--- src/rtl/ac_motor_pkg.sv ---
// Shared definitions for the AC motor dead-time generator: phase-state
// encoding and default sizing.
package ac_motor_pkg;

  localparam int PHASES_DEF  = 3;
  localparam int DELAY_W_DEF = 11;

  typedef enum logic [2:0] {
    ST_OFF    = 3'd0,
    ST_DEAD_H = 3'd1,
    ST_HIGH   = 3'd2,
    ST_DEAD_L = 3'd3,
    ST_LOW    = 3'd4
  } phase_state_e;

endpackage

--- src/rtl/ac_motor_deadtime_channel.sv ---
// One half-bridge channel: dead-time FSM that never lets high and low
// gate drives overlap and always inserts DELAY+1 dead cycles before conduction.
module ac_motor_deadtime_channel
  import ac_motor_pkg::*;
#(
  parameter int DELAY_W = DELAY_W_DEF
) (
  input  logic               CLK,
  input  logic               RESET,
  input  logic               i_force_off,
  input  logic               i_s_in,
  input  logic [DELAY_W-1:0] i_delay,
  output logic               o_s_high,
  output logic               o_s_low,
  output logic               o_dead,
  output phase_state_e       o_state
);

  phase_state_e       r_state;
  logic [DELAY_W-1:0] r_cnt;
  logic               r_s_high;
  logic               r_s_low;
  logic               r_dead;

  always_ff @(posedge CLK or posedge RESET) begin
    if (RESET) begin
      r_state  <= ST_OFF;
      r_cnt    <= '0;
      r_s_high <= 1'b0;
      r_s_low  <= 1'b0;
      r_dead   <= 1'b0;
    end else if (i_force_off) begin
      r_state  <= ST_OFF;
      r_cnt    <= '0;
      r_s_high <= 1'b0;
      r_s_low  <= 1'b0;
      r_dead   <= 1'b0;
    end else begin
      case (r_state)
        // OFF has no conducting side, so any request starts a full dead period.
        ST_OFF: begin
          r_state  <= i_s_in ? ST_DEAD_H : ST_DEAD_L;
          r_cnt    <= i_delay;
          r_dead   <= 1'b1;
          r_s_high <= 1'b0;
          r_s_low  <= 1'b0;
        end
        ST_HIGH: begin
          if (!i_s_in) begin
            r_state  <= ST_DEAD_L;
            r_cnt    <= i_delay;
            r_dead   <= 1'b1;
            r_s_high <= 1'b0;
          end
        end
        ST_LOW: begin
          if (i_s_in) begin
            r_state <= ST_DEAD_H;
            r_cnt   <= i_delay;
            r_dead  <= 1'b1;
            r_s_low <= 1'b0;
          end
        end
        // A reversal restarts the dead period toward the new side.
        ST_DEAD_H: begin
          if (!i_s_in) begin
            r_state <= ST_DEAD_L;
            r_cnt   <= i_delay;
          end else if (r_cnt == '0) begin
            r_state  <= ST_HIGH;
            r_s_high <= 1'b1;
            r_dead   <= 1'b0;
          end else begin
            r_cnt <= r_cnt - 1'b1;
          end
        end
        ST_DEAD_L: begin
          if (i_s_in) begin
            r_state <= ST_DEAD_H;
            r_cnt   <= i_delay;
          end else if (r_cnt == '0) begin
            r_state <= ST_LOW;
            r_s_low <= 1'b1;
            r_dead  <= 1'b0;
          end else begin
            r_cnt <= r_cnt - 1'b1;
          end
        end
        default: begin
          r_state  <= ST_OFF;
          r_cnt    <= '0;
          r_s_high <= 1'b0;
          r_s_low  <= 1'b0;
          r_dead   <= 1'b0;
        end
      endcase
    end
  end

  assign o_s_high = r_s_high;
  assign o_s_low  = r_s_low;
  assign o_dead   = r_dead;
  assign o_state  = r_state;

endmodule

--- src/rtl/ac_motor_deadtime_gen.sv ---
// Multi-phase dead-time generator: owns the fault latch and the enable/fault
// gating, and fans the shared dead time out to one channel per phase.
module ac_motor_deadtime_gen
  import ac_motor_pkg::*;
#(
  parameter int PHASES  = PHASES_DEF,
  parameter int DELAY_W = DELAY_W_DEF
) (
  input  logic                      CLK,
  input  logic                      RESET,
  input  logic                      ENABLE,
  input  logic [DELAY_W-1:0]        DELAY,
  input  logic [PHASES-1:0]         S_IN,
  input  logic                      FAULT,
  input  logic                      FAULT_CLR,
  output logic [PHASES-1:0]         S_HIGH,
  output logic [PHASES-1:0]         S_LOW,
  output logic [PHASES-1:0]         DEAD,
  output logic                      FAULT_ACTIVE,
  output phase_state_e [PHASES-1:0] o_dbg_state
);

  logic r_fault_active;
  logic w_force_off;

  // A live FAULT outranks FAULT_CLR, so a clear only lands once FAULT is low.
  always_ff @(posedge CLK or posedge RESET) begin
    if (RESET) begin
      r_fault_active <= 1'b0;
    end else if (FAULT) begin
      r_fault_active <= 1'b1;
    end else if (FAULT_CLR) begin
      r_fault_active <= 1'b0;
    end
  end

  assign w_force_off  = FAULT | r_fault_active | ~ENABLE;
  assign FAULT_ACTIVE = r_fault_active;

  for (genvar g = 0; g < PHASES; g++) begin : g_ch
    ac_motor_deadtime_channel #(
      .DELAY_W(DELAY_W)
    ) u_ch (
      .CLK        (CLK),
      .RESET      (RESET),
      .i_force_off(w_force_off),
      .i_s_in     (S_IN[g]),
      .i_delay    (DELAY),
      .o_s_high   (S_HIGH[g]),
      .o_s_low    (S_LOW[g]),
      .o_dead     (DEAD[g]),
      .o_state    (o_dbg_state[g])
    );
  end

endmodule
--- config.mk ---
export PLATFORM = sky130hd
export DESIGN_NAME = ac_motor_deadtime_gen
export DESIGN_NICKNAME = d
export VERILOG_FILES = /design/src/rtl/ac_motor_pkg.sv /design/src/rtl/ac_motor_deadtime_channel.sv /design/src/rtl/ac_motor_deadtime_gen.sv
export SDC_FILE = /design/constraint.sdc
export NUM_CORES = 1
export LEC_CHECK = 0
export CORE_MARGIN = 2
export CORE_UTILIZATION = 34
export DETAILED_ROUTE_END_ITERATION = 7
export GPL_TIMING_DRIVEN = 0
export SKIP_LAST_GASP = 1
export SYNTH_ARGS = -nofsm -noshare
export SYNTH_HDL_FRONTEND = slang
export SYNTH_SLANG_ARGS = --single-unit
--- constraint.sdc ---
create_clock -name CLK -period 3.1 [get_ports CLK]
set_clock_uncertainty 0.15 [all_clocks]
set_input_delay 0.465 -clock CLK [delete_from_list [all_inputs] [get_ports CLK]]
set_output_delay 0.465 -clock CLK [all_outputs]
set_load 0.1 [all_outputs]
## Word level (Yosys, flattened, before mapping)

Cells that the tools add are included.
W data, S select, Z words.

- Multiplexer cells: 98
- Bitwise gates (word level): 3
- Reductions and logical operators: 28
- Equality and inequality tests: 42
- Add/sub/neg operators: 3

Operators by type and width:

| operator | number |
|---|---|
| $mux W11 | 18 |
| $pmux W11 S5 | 3 |
| $mux W3 | 21 |
| $reduce_and A4 Y1 | 12 |
| $pmux W3 S5 | 3 |
| $mux W1 | 41 |
| $logic_not A11 Y1 | 3 |
| $sub A11 B1 Y11 const B | 3 |
| $ne A3 B2 Y1 const B | 8 |
| $ne A3 B3 Y1 const B | 8 |
| $eq A3 B2 Y1 const B | 6 |
| $pmux W1 S3 | 6 |
| $ne A4 B3 Y1 const B | 4 |
| $pmux W1 S5 | 3 |
| $ne A2 B1 Y1 const B | 6 |
| $reduce_or A2 Y1 | 6 |
| $eq A3 B1 Y1 const B | 3 |
| $eq A3 B3 Y1 const B | 3 |
| $logic_not A3 Y1 | 3 |
| $ne A4 B2 Y1 const B | 2 |
| $mux W2 | 3 |
| $ne A3 B1 Y1 const B | 2 |
| $reduce_and A2 Y1 | 3 |
| $or A1 B1 Y1 | 2 |
| 2 further kinds | 2 |

- Word-level logic and storage cells: 190
- Register bits after elaboration: 52
- Input bits: 19
- Output and inout port bits: 19

## Logic depth before layout (Yosys ltp)

Gate-level depths: netlist of the first run.

- Depth after elaboration: 5
- Depth in mapped cells: 8
- Mapped depth without buffers: 7

## Cells and area by module

Synthesis of the first run repeated with hierarchy kept, for this count alone.

- Cells, all modules: 429
- Area total of the unflattened synthesis: 3812.4 um^2

Modules (own cells, without submodules):

| module | sequential area each (um^2) | cells an instance | instances | area each (um^2) |
|---|---|---|---|---|
| ac_motor_deadtime_channel | 425.4 | 141 | 3 | 1255.0 |
| ac_motor_deadtime_gen | 25.0 | 6 | 1 | 47.5 |

## Worst setup path before layout of the first run

No wires, ideal clock.

- Path kind: reg2reg
- From: reg g_ch[0].u_ch.r_state[2]
- To: reg g_ch[0].u_ch.r_cnt[5]
- Arrival time: 2241 ps
- Setup time: 87 ps
- Stages on the path, launching flop included: 6
- Slack: 622 ps
- Path buffers: 1
- Period minus slack after synthesis: 2478 ps
- Required time: 2863 ps
- Cell sequence: dfrtp_1 buf_2 or3b_4 a211oi_1 nor2_1 o211ai_1

- Cells in the longest elaborated chain, start to end: 3
- Elaborated cells between the ends (all ways): 10
- Classes of those cells: eq/ne: 6; mux: 2; reduce/logical: 2

Ends and longest elaborated chain:

| item | line | RTL |
|---|---|---|
| start: declaration | ac_motor_deadtime_channel.sv:19 | `phase_state_e r_state;` |
| start signal: assignment | ac_motor_deadtime_channel.sv:42 | `r_state <= i_s_in ? ST_DEAD_H : ST_DEAD_L;` |
| $eq A3 B2 Y1 (tied with other cells) | ac_motor_deadtime_channel.sv:39 | `case (r_state)` |
| $pmux W11 S5 / $ne A3 B2 Y1 (equally long branches) | -- |  |
| $mux W11 / $reduce_and A2 Y1 (equally long branches) | -- |  |
| end signal: assignment | ac_motor_deadtime_channel.sv:43 | `r_cnt <= i_delay;` |
| end signal: assignment | ac_motor_deadtime_channel.sv:51 | `r_cnt <= i_delay;` |
| end signal: assignment | ac_motor_deadtime_channel.sv:59 | `r_cnt <= i_delay;` |
| end: declaration | ac_motor_deadtime_channel.sv:20 | `logic [DELAY_W-1:0] r_cnt;` |

Several ways; a longest one is shown, not always the timed one.
A chain may end at the register's enable or synchronous reset.

## Worst setup path after layout of the first run

- From: in FAULT
- To: reg g_ch[2].u_ch.r_cnt[5]

- Cells in the longest elaborated chain, start to end: 4
- Elaborated cells between the ends (all ways): 6
- Classes of those cells: eq/ne: 2; mux: 1; bitwise: 2; reduce/logical: 1

Ends and longest elaborated chain:

| item | line | RTL |
|---|---|---|
| start: declaration | ac_motor_deadtime_gen.sv:14 | `input logic FAULT,` |
| $or A1 B1 Y1 * (2 in a row) | ac_motor_deadtime_gen.sv:37 | `assign w_force_off = FAULT \| r_fault_active \| ~ENABLE;` |
| $ne A3 B3 Y1 (no line) | -- |  |
| $reduce_and A2 Y1 (no line) | -- |  |
| end signal: assignment | ac_motor_deadtime_channel.sv:74 | `r_cnt <= r_cnt - 1'b1;` |
| end signal: assignment | ac_motor_deadtime_channel.sv:80 | `r_cnt <= i_delay;` |
| end signal: assignment | ac_motor_deadtime_channel.sv:86 | `r_cnt <= r_cnt - 1'b1;` |
| end: declaration | ac_motor_deadtime_channel.sv:20 |  |

Mark *: on every way between the ends. The rest lies on a longest branch, timed or not.

==> results.ini, run 1 <==
[cts]
cts_tree = done
clkSinkCount = 52
cts.htree.levels = 2
cts-root-buf = clkbuf_8
hold_buffers = 0
clk_latency_ps = 310
clock_path_buffers = 2
cts_made_buffers = 5
clkTransAtPathRegs_ps = 120
cts_resized = 0
postCtsSetupRepairBufs = 0

[job]
drv_cap = 0

[grt]
overflow = 0
grt.busiest_layer = met2
track_usage_pct = 19.2
use_met3_pct = 2.47
antenna_found_initial = 0
grt_pass1_wl_um = 17800
grt_max_degree = 37
met2_usage_pct = 31.0
grt_pass1_vias = 3476
globalRouteMet1Util_pct = 27.1

[layout]
regArea_sq_um = 1300
multiInputGateArea_sq_um = 2140
fill_cells = 1097
drive_gt1_share_pct = 7.66
design_area_sq_um = 4330
nets = 506
syn_to_final_growth_pct = 17.2
diodes = 0
fin_cells = 623

[critical_path]
endpoint_kind = flop
r2r_cells = 5
start_kind = input pin
path_max_fanout = 10
cp.arrival_ps = 2980
path_class = in2reg
timing.rr.end = g_ch[2].u_ch.r_cnt[5]
worst_path_max_delay_cell = nor3b_2
r2r_start = FAULT_ACTIVE
rrSetupSlack_ps = 370
cpPeakStageDelay_ps = 680
path_cells = clkdlybuf4s50_1 -> nor3b_2 -> clkbuf_1 -> clkbuf_1 -> o211ai_1 -> o211ai_1
critPathRequiredTime_ps = 3190

[synth]
synth.top_cell.area_share_pct = 35.2
async_flop_share_pct = 100
syn-num-nets = 463
synth_cell_types = 68
synth_warnings = 0
yosysTopAreaCell = dfrtp_1
ys_top_cells_by_area = dfrtp_1 (35%), nand2_1 (4.1%), a21oi_1 (3.5%)
avgSynthCellArea_sq_um = 8.41
ys.flop_type = dfrtp_1
synth_edf_count = 0
ys_ff_latch = 52
synth_area_sq_um = 3690
netlist_instances = 439
synthMostInstantiatedCell = dfrtp_1
synthTopCellsByCount = dfrtp_1 (52), nand2_1 (40), nor2_1 (31)
ys_seq_area_share_pct = 35.2

[floorplanning]
coreArea_sq_um = 10700
boundaryPins = 38
die_area_sq_um = 11700
die-width_um = 108
die-height_um = 108
row_count = 38
start_util_pct = 34.5

[power_and_ir_drop]
ir_worst_vdd_v = 0.000236
power_density_nw_per_um2 = 337
leakagePower_nw = 1.78
finalPower_mw = 1.46

[timing]
relSlewSlack_pct = 35.2
rsz0062_at_grt = no
tns_ps = 0
setup_viol = 0
hold_violations = 0
worst_pin_slew_ps = 969
post-route-period-util_pct = 93.3
fmaxAchievable_ghz = 0.346
finalCriticalPeriod_ps = 2890
drv_slew = 0

[drt]
finalWirelength_um = 10500
dr.pass1.iters = 5
vias = 3586
drtAntennaViolNets = 0
initialDrtViolationCount = 271
avgViaCountPerCell = 5.76
wl_per_cell_um = 16.9
drc = 0

[placed_design]
place_area_sq_um = 4240
port-buffer-count = 35
hpwlAfterDp_um = 7700
globalplace.congestion = 0.928
dp_cells = 615

[outcome]
outcome = finished clean

[hold_path]
hp-class = in2async

-- layout make-up --
class | count | share of cell area [%]
flip-flops and latches | 52 | 30.1
repair buffers | 36 | 8.56
multi-input cells | 336 | 49.3
plain buffers | 35 | 4.54
well taps | 140 | 4.05
inverters | 16 | 1.39
clock inverters | 2 | 0.376
clock buffers | 6 | 1.68
-- worst max path at each step --
stage                       startpoint                    end  slack [ps]  depth (start not counted)
2_1_floorplan  g_ch[0].u_ch.o_state[2]  g_ch[0].u_ch.r_cnt[5]         620                          5
3_3_place_gp                    ENABLE  g_ch[2].u_ch.r_cnt[5]         -40                          6
3_5_place_dp                    ENABLE  g_ch[2].u_ch.r_cnt[5]         -70                          6
4_1_cts                         ENABLE  g_ch[2].u_ch.r_cnt[5]         250                          6
5_1_grt                         ENABLE  g_ch[1].u_ch.r_cnt[2]          80                          6
6_report                         FAULT  g_ch[2].u_ch.r_cnt[5]         210                          6
-- cells in the final DEF, fill, tap and decap left out, types with 4 or more instances in the layout --
cell / synthesis / routed
a211oi_1: 5 / 5
a21o_1: 5 / 5
a21oi_1: 26 / 26
a221o_1: 11 / 11
a22oi_1: 6 / 6
a31oi_1: 6 / 6
a32oi_1: 5 / 5
and2_1: 4 / 4
and3_1: 5 / 5
buf_2: 5 / 5
buf_4: 9 / 9
clkbuf_1: 17 / 18
clkbuf_8: 1 / 6
clkdlybuf4s50_1: 0 / 35
dfrtp_1: 52 / 52
ha_1: 5 / 5
inv_1: 16 / 15
mux2i_1: 6 / 6
nand2_1: 40 / 40
nand2b_1: 10 / 10
nand3_1: 16 / 16
nand4_1: 4 / 4
nor2_1: 31 / 31
nor2b_1: 9 / 9
nor3_1: 16 / 16
nor3b_1: 5 / 5
nor4_1: 7 / 7
nor4b_1: 5 / 5
o211ai_1: 7 / 7
o21ai_0: 18 / 18
o21ai_1: 13 / 13
o22ai_1: 5 / 5
or3_1: 5 / 5
or4_1: 4 / 4
xor2_1: 4 / 4
-- state kept, by name (all words and copies together) (netlist names) --
signal              flops
g_ch.u_ch.o_dead        3
FAULT_ACTIVE            1
g_ch.u_ch.o_s_low       3
g_ch.u_ch.o_s_high      3
g_ch.u_ch.r_cnt        33
g_ch.u_ch.o_state       9
-- layer usage --
| layer | wire [um] | up-vias |
|---|---|---|
| li1 | - | 1726 |
| met1 | 4910 | 1737 |
| met2 | 4840 | 111 |
| met3 | 594 | 12 |
| met4 | 199 | 0 |
| met5 | 0 | - |
-- logic make-up after synthesis --
group | synth area share [%]
AND/OR/NAND/NOR | 26.8
flip-flops | 35.2
adder cells (fa/ha/maj) | 1.69
buffers and inverters | 6.94
AO/OA/AOI/OAI | 25.5
XOR/XNOR | 1.66
multiplexers | 2.24
-- power by group --
part | internal (mW) | switching, mW | total, mW
sequential | 0.692 | 0.0185 | 0.711
clock | 0.162 | 0.249 | 0.411
combinational | 0.121 | 0.216 | 0.336
total | 0.975 | 0.483 | 1.46
-- worst max-delay path, delay by kind of cell --
family          cells  cell delay, ps
compound gates      2             320
buf+inv             3            1500
simple gates        1             680
-- stage by stage --
| step | worst slack, ps | hold WS, ps | utilization, % |
|---|---|---|---|
| after detailed placement | -70.6 | 343 | 39.6 |
| after global placement | -41.0 | 340 | 39.4 |
| final | 208 | 295 | 40.5 |
| after global routing | 82.4 | 343 | 40.5 |
| after CTS | 247 | 321 | 40.5 |
| after floorplan | 622 | 315 | - |
Power figures use the tool's default switching activity.
==> run 2, diff against run 1 <==
- ABC_AREA: not set -> 1
==> results.ini, run 2 <==
[drt]
dr.pass1.iters = 5  ; unchanged
initialDrtViolationCount = 233  ; -14%
drc = 0  ; unchanged
drtAntennaViolNets = 0  ; unchanged
vias = 3805  ; +6.1%
finalWirelength_um = 9920  ; -5.9%
avgViaCountPerCell = 4.93  ; -14%
wl_per_cell_um = 12.8  ; -24%

[hold_path]
hp-class = reg2reg

[grt]
overflow = 0  ; unchanged
globalRouteMet1Util_pct = 22.8  ; -4.3 points
met2_usage_pct = 32.6  ; +1.7 points
antenna_found_initial = 0  ; unchanged
grt_pass1_vias = 3786  ; +8.9%
grt_max_degree = 29  ; -22%
track_usage_pct = 18.1  ; -1.1 points
use_met3_pct = 2.43  ; -0.041 points
grt.busiest_layer = met2
grt_pass1_wl_um = 17300  ; -2.8%

[cts]
postCtsSetupRepairBufs = 0  ; unchanged
cts-root-buf = clkbuf_8
clkSinkCount = 52  ; unchanged
clk_latency_ps = 310  ; about the same
cts_made_buffers = 5  ; unchanged
clkTransAtPathRegs_ps = 90  ; -30 ps
cts_resized = 0  ; unchanged
cts.htree.levels = 2  ; unchanged
hold_buffers = 0  ; unchanged
cts_tree = done
clock_path_buffers = 2  ; unchanged

[synth]
synth.top_cell.area_share_pct = 34.5  ; -0.74 points
ys_top_cells_by_area = dfrtp_1 (34%), nand2_1 (21%), nand3_1 (6.9%)
synthMostInstantiatedCell = nand2_1
synth_warnings = 0  ; unchanged
syn-num-nets = 610  ; +32%
ys_ff_latch = 52  ; unchanged
async_flop_share_pct = 100  ; unchanged
synth_edf_count = 0  ; unchanged
netlist_instances = 586  ; +33%
synth_area_sq_um = 3770  ; +2.1%
avgSynthCellArea_sq_um = 6.44  ; -23%
ys_seq_area_share_pct = 34.5  ; -0.74 points
ys.flop_type = dfrtp_1
synth_cell_types = 32  ; -53%
synthTopCellsByCount = nand2_1 (209), inv_1 (61), nor2_1 (57)
yosysTopAreaCell = dfrtp_1

[timing]
drv_slew = 0  ; unchanged
relSlewSlack_pct = 35.0  ; -0.16 points
fin_hold_ws_ps = 337  ; +42.5 ps
tns_ps = 0  ; unchanged
hold_violations = 0  ; unchanged
post-route-period-util_pct = 83.7  ; -9.5 points
rsz0062_at_grt = no
fmaxAchievable_ghz = 0.385  ; +11%
worst_pin_slew_ps = 971  ; +2.46 ps
finalCriticalPeriod_ps = 2600  ; -296 ps
setup_viol = 0  ; unchanged

[critical_path]
critPathCapture = o_dbg_state[5]
worst_path_max_delay_cell = clkdlybuf4s50_1
critPathRequiredTime_ps = 2480  ; -710 ps
cp.buffers_inverters = 1  ; -2
path_depth = 1  ; -5
r2r_start = g_ch[0].u_ch.r_cnt[0]
cpPeakStageDelay_ps = 1180  ; +500 ps
timing.rr.end = g_ch[0].u_ch.r_cnt[9]
path_cells = clkdlybuf4s50_1
r2r_cells = 10  ; +5
start_kind = flop
path_class = reg2out
cp-startpoint = g_ch[1].u_ch.o_state[2]
cp.arrival_ps = 1980  ; -1000 ps
path_max_fanout = 6  ; -4
endpoint_kind = output pin
rrSetupSlack_ps = 1210  ; +840 ps
path_delay_family = buffers and inverters

[layout]
largest_reg_flops = 33  ; unchanged
drive_gt1_share_pct = 8.86  ; +1.2 points
regMostFlops = g_ch.u_ch.r_cnt
regArea_sq_um = 1300  ; unchanged
fill_cells = 1186  ; +8.1%
syn_to_final_growth_pct = 17.4
multiInputGateArea_sq_um = 2070  ; -3.0%
mostFrequentLayoutCells = nand2_1 (209), inv_1 (60), nor2_1 (57), dfrtp_1 (52), nand3_1 (52)
diodes = 0  ; unchanged
nets = 655  ; +29%
final_common_cell = nand2_1

[outcome]
outcome = finished clean

[floorplanning]
start_util_pct = 34.8  ; +0.27 points
die_area_sq_um = 12000  ; +2.1%
die-height_um = 109  ; +1.0%
coreArea_sq_um = 10800  ; +1.3%
die-width_um = 109  ; +1.0%
boundaryPins = 38  ; unchanged
row_count = 38  ; unchanged

[placed_design]
hpwlAfterDp_um = 7560  ; -1.9%
port-buffer-count = 37  ; +5.7%
globalplace.congestion = 0.876  ; -5.6%

[power_and_ir_drop]
ir_worst_vdd_v = 0.000176  ; -26%
leakagePower_nw = 2.25  ; +26%
power_density_nw_per_um2 = 328  ; -2.7%

[job]
drv_cap = 0  ; unchanged

[run 2: changes by cell type after synthesis, moves of 10 or more]
cell	change
inv_1	+45
nand2b_1	-10
nor2_1	+26
o21ai_0	+26
inv_2	+10
nand3_1	+36
nand2_1	+169
clkbuf_1	-17
a21oi_1	-11
a221o_1	-11
[run 2: layer usage]
layer,vias to the layer above,part of all wire (%)
met5,-,0
met4,0,0.68
met3,6,2.8
met2,57,50
met1,1780,46
li1,1962,-
[run 2: kinds of logic after synthesis]
group                      Yosys count  share of synthesized area, %
DFF                                 52                          34.5
adders and majority gates            5                          1.66
buffers and inverters               88                          10.6
and+or+nand+nor                    353                          39.9
xor gates and xnor gates             4                         0.929
AOI/OAI and AO/OA                   84                          12.4
[run 2: worst min-delay path by stage]
stage	start	endpoint	slack, ps	cells after the start
6_report	g_ch[2].u_ch.o_s_low	g_ch[2].u_ch.o_s_low	340	2
5_1_grt	g_ch[0].u_ch.o_dead	g_ch[0].u_ch.o_dead	370	2
4_1_cts	g_ch[2].u_ch.o_s_low	g_ch[2].u_ch.o_s_low	340	2
2_1_floorplan	g_ch[0].u_ch.o_s_high	g_ch[0].u_ch.o_s_high	290	2
3_5_place_dp	g_ch[2].u_ch.o_s_low	g_ch[2].u_ch.o_s_low	310	2
3_3_place_gp	g_ch[0].u_ch.o_s_low	g_ch[0].u_ch.o_s_low	310	2
[run 2: report_power, final]
part	total, mW	internal, mW	leakage [nW]	switching (mW)
combinational	0.327	0.107	1.49	0.220
clock	0.418	0.183	0.0455	0.235
sequential	0.707	0.692	0.716	0.0150
[run 2: per-stage QoR]
step	utilization (%)	area, sq um	std cells	setup WS (ps)	total power, mW
final	40.8	4430	772	504	1.45
after global routing	40.8	4430	772	426	1.54
after CTS	40.8	4430	772	479	1.47
after detailed placement	40.0	4340	764	692	1.05
after global placement	39.8	4320	763	12.9	1.04
after floorplan	-	3770	586	855	0.947
[run 2: final cells by class]
class	instances	area share, %
Multi-Input combinational cell	446	46.8
Sequential cell	52	29.4
Timing Repair Buffer	38	8.82
Inverter	72	6.16
Tap cell	140	3.96
Buffer	16	2.88
Clock buffer	8	2.03
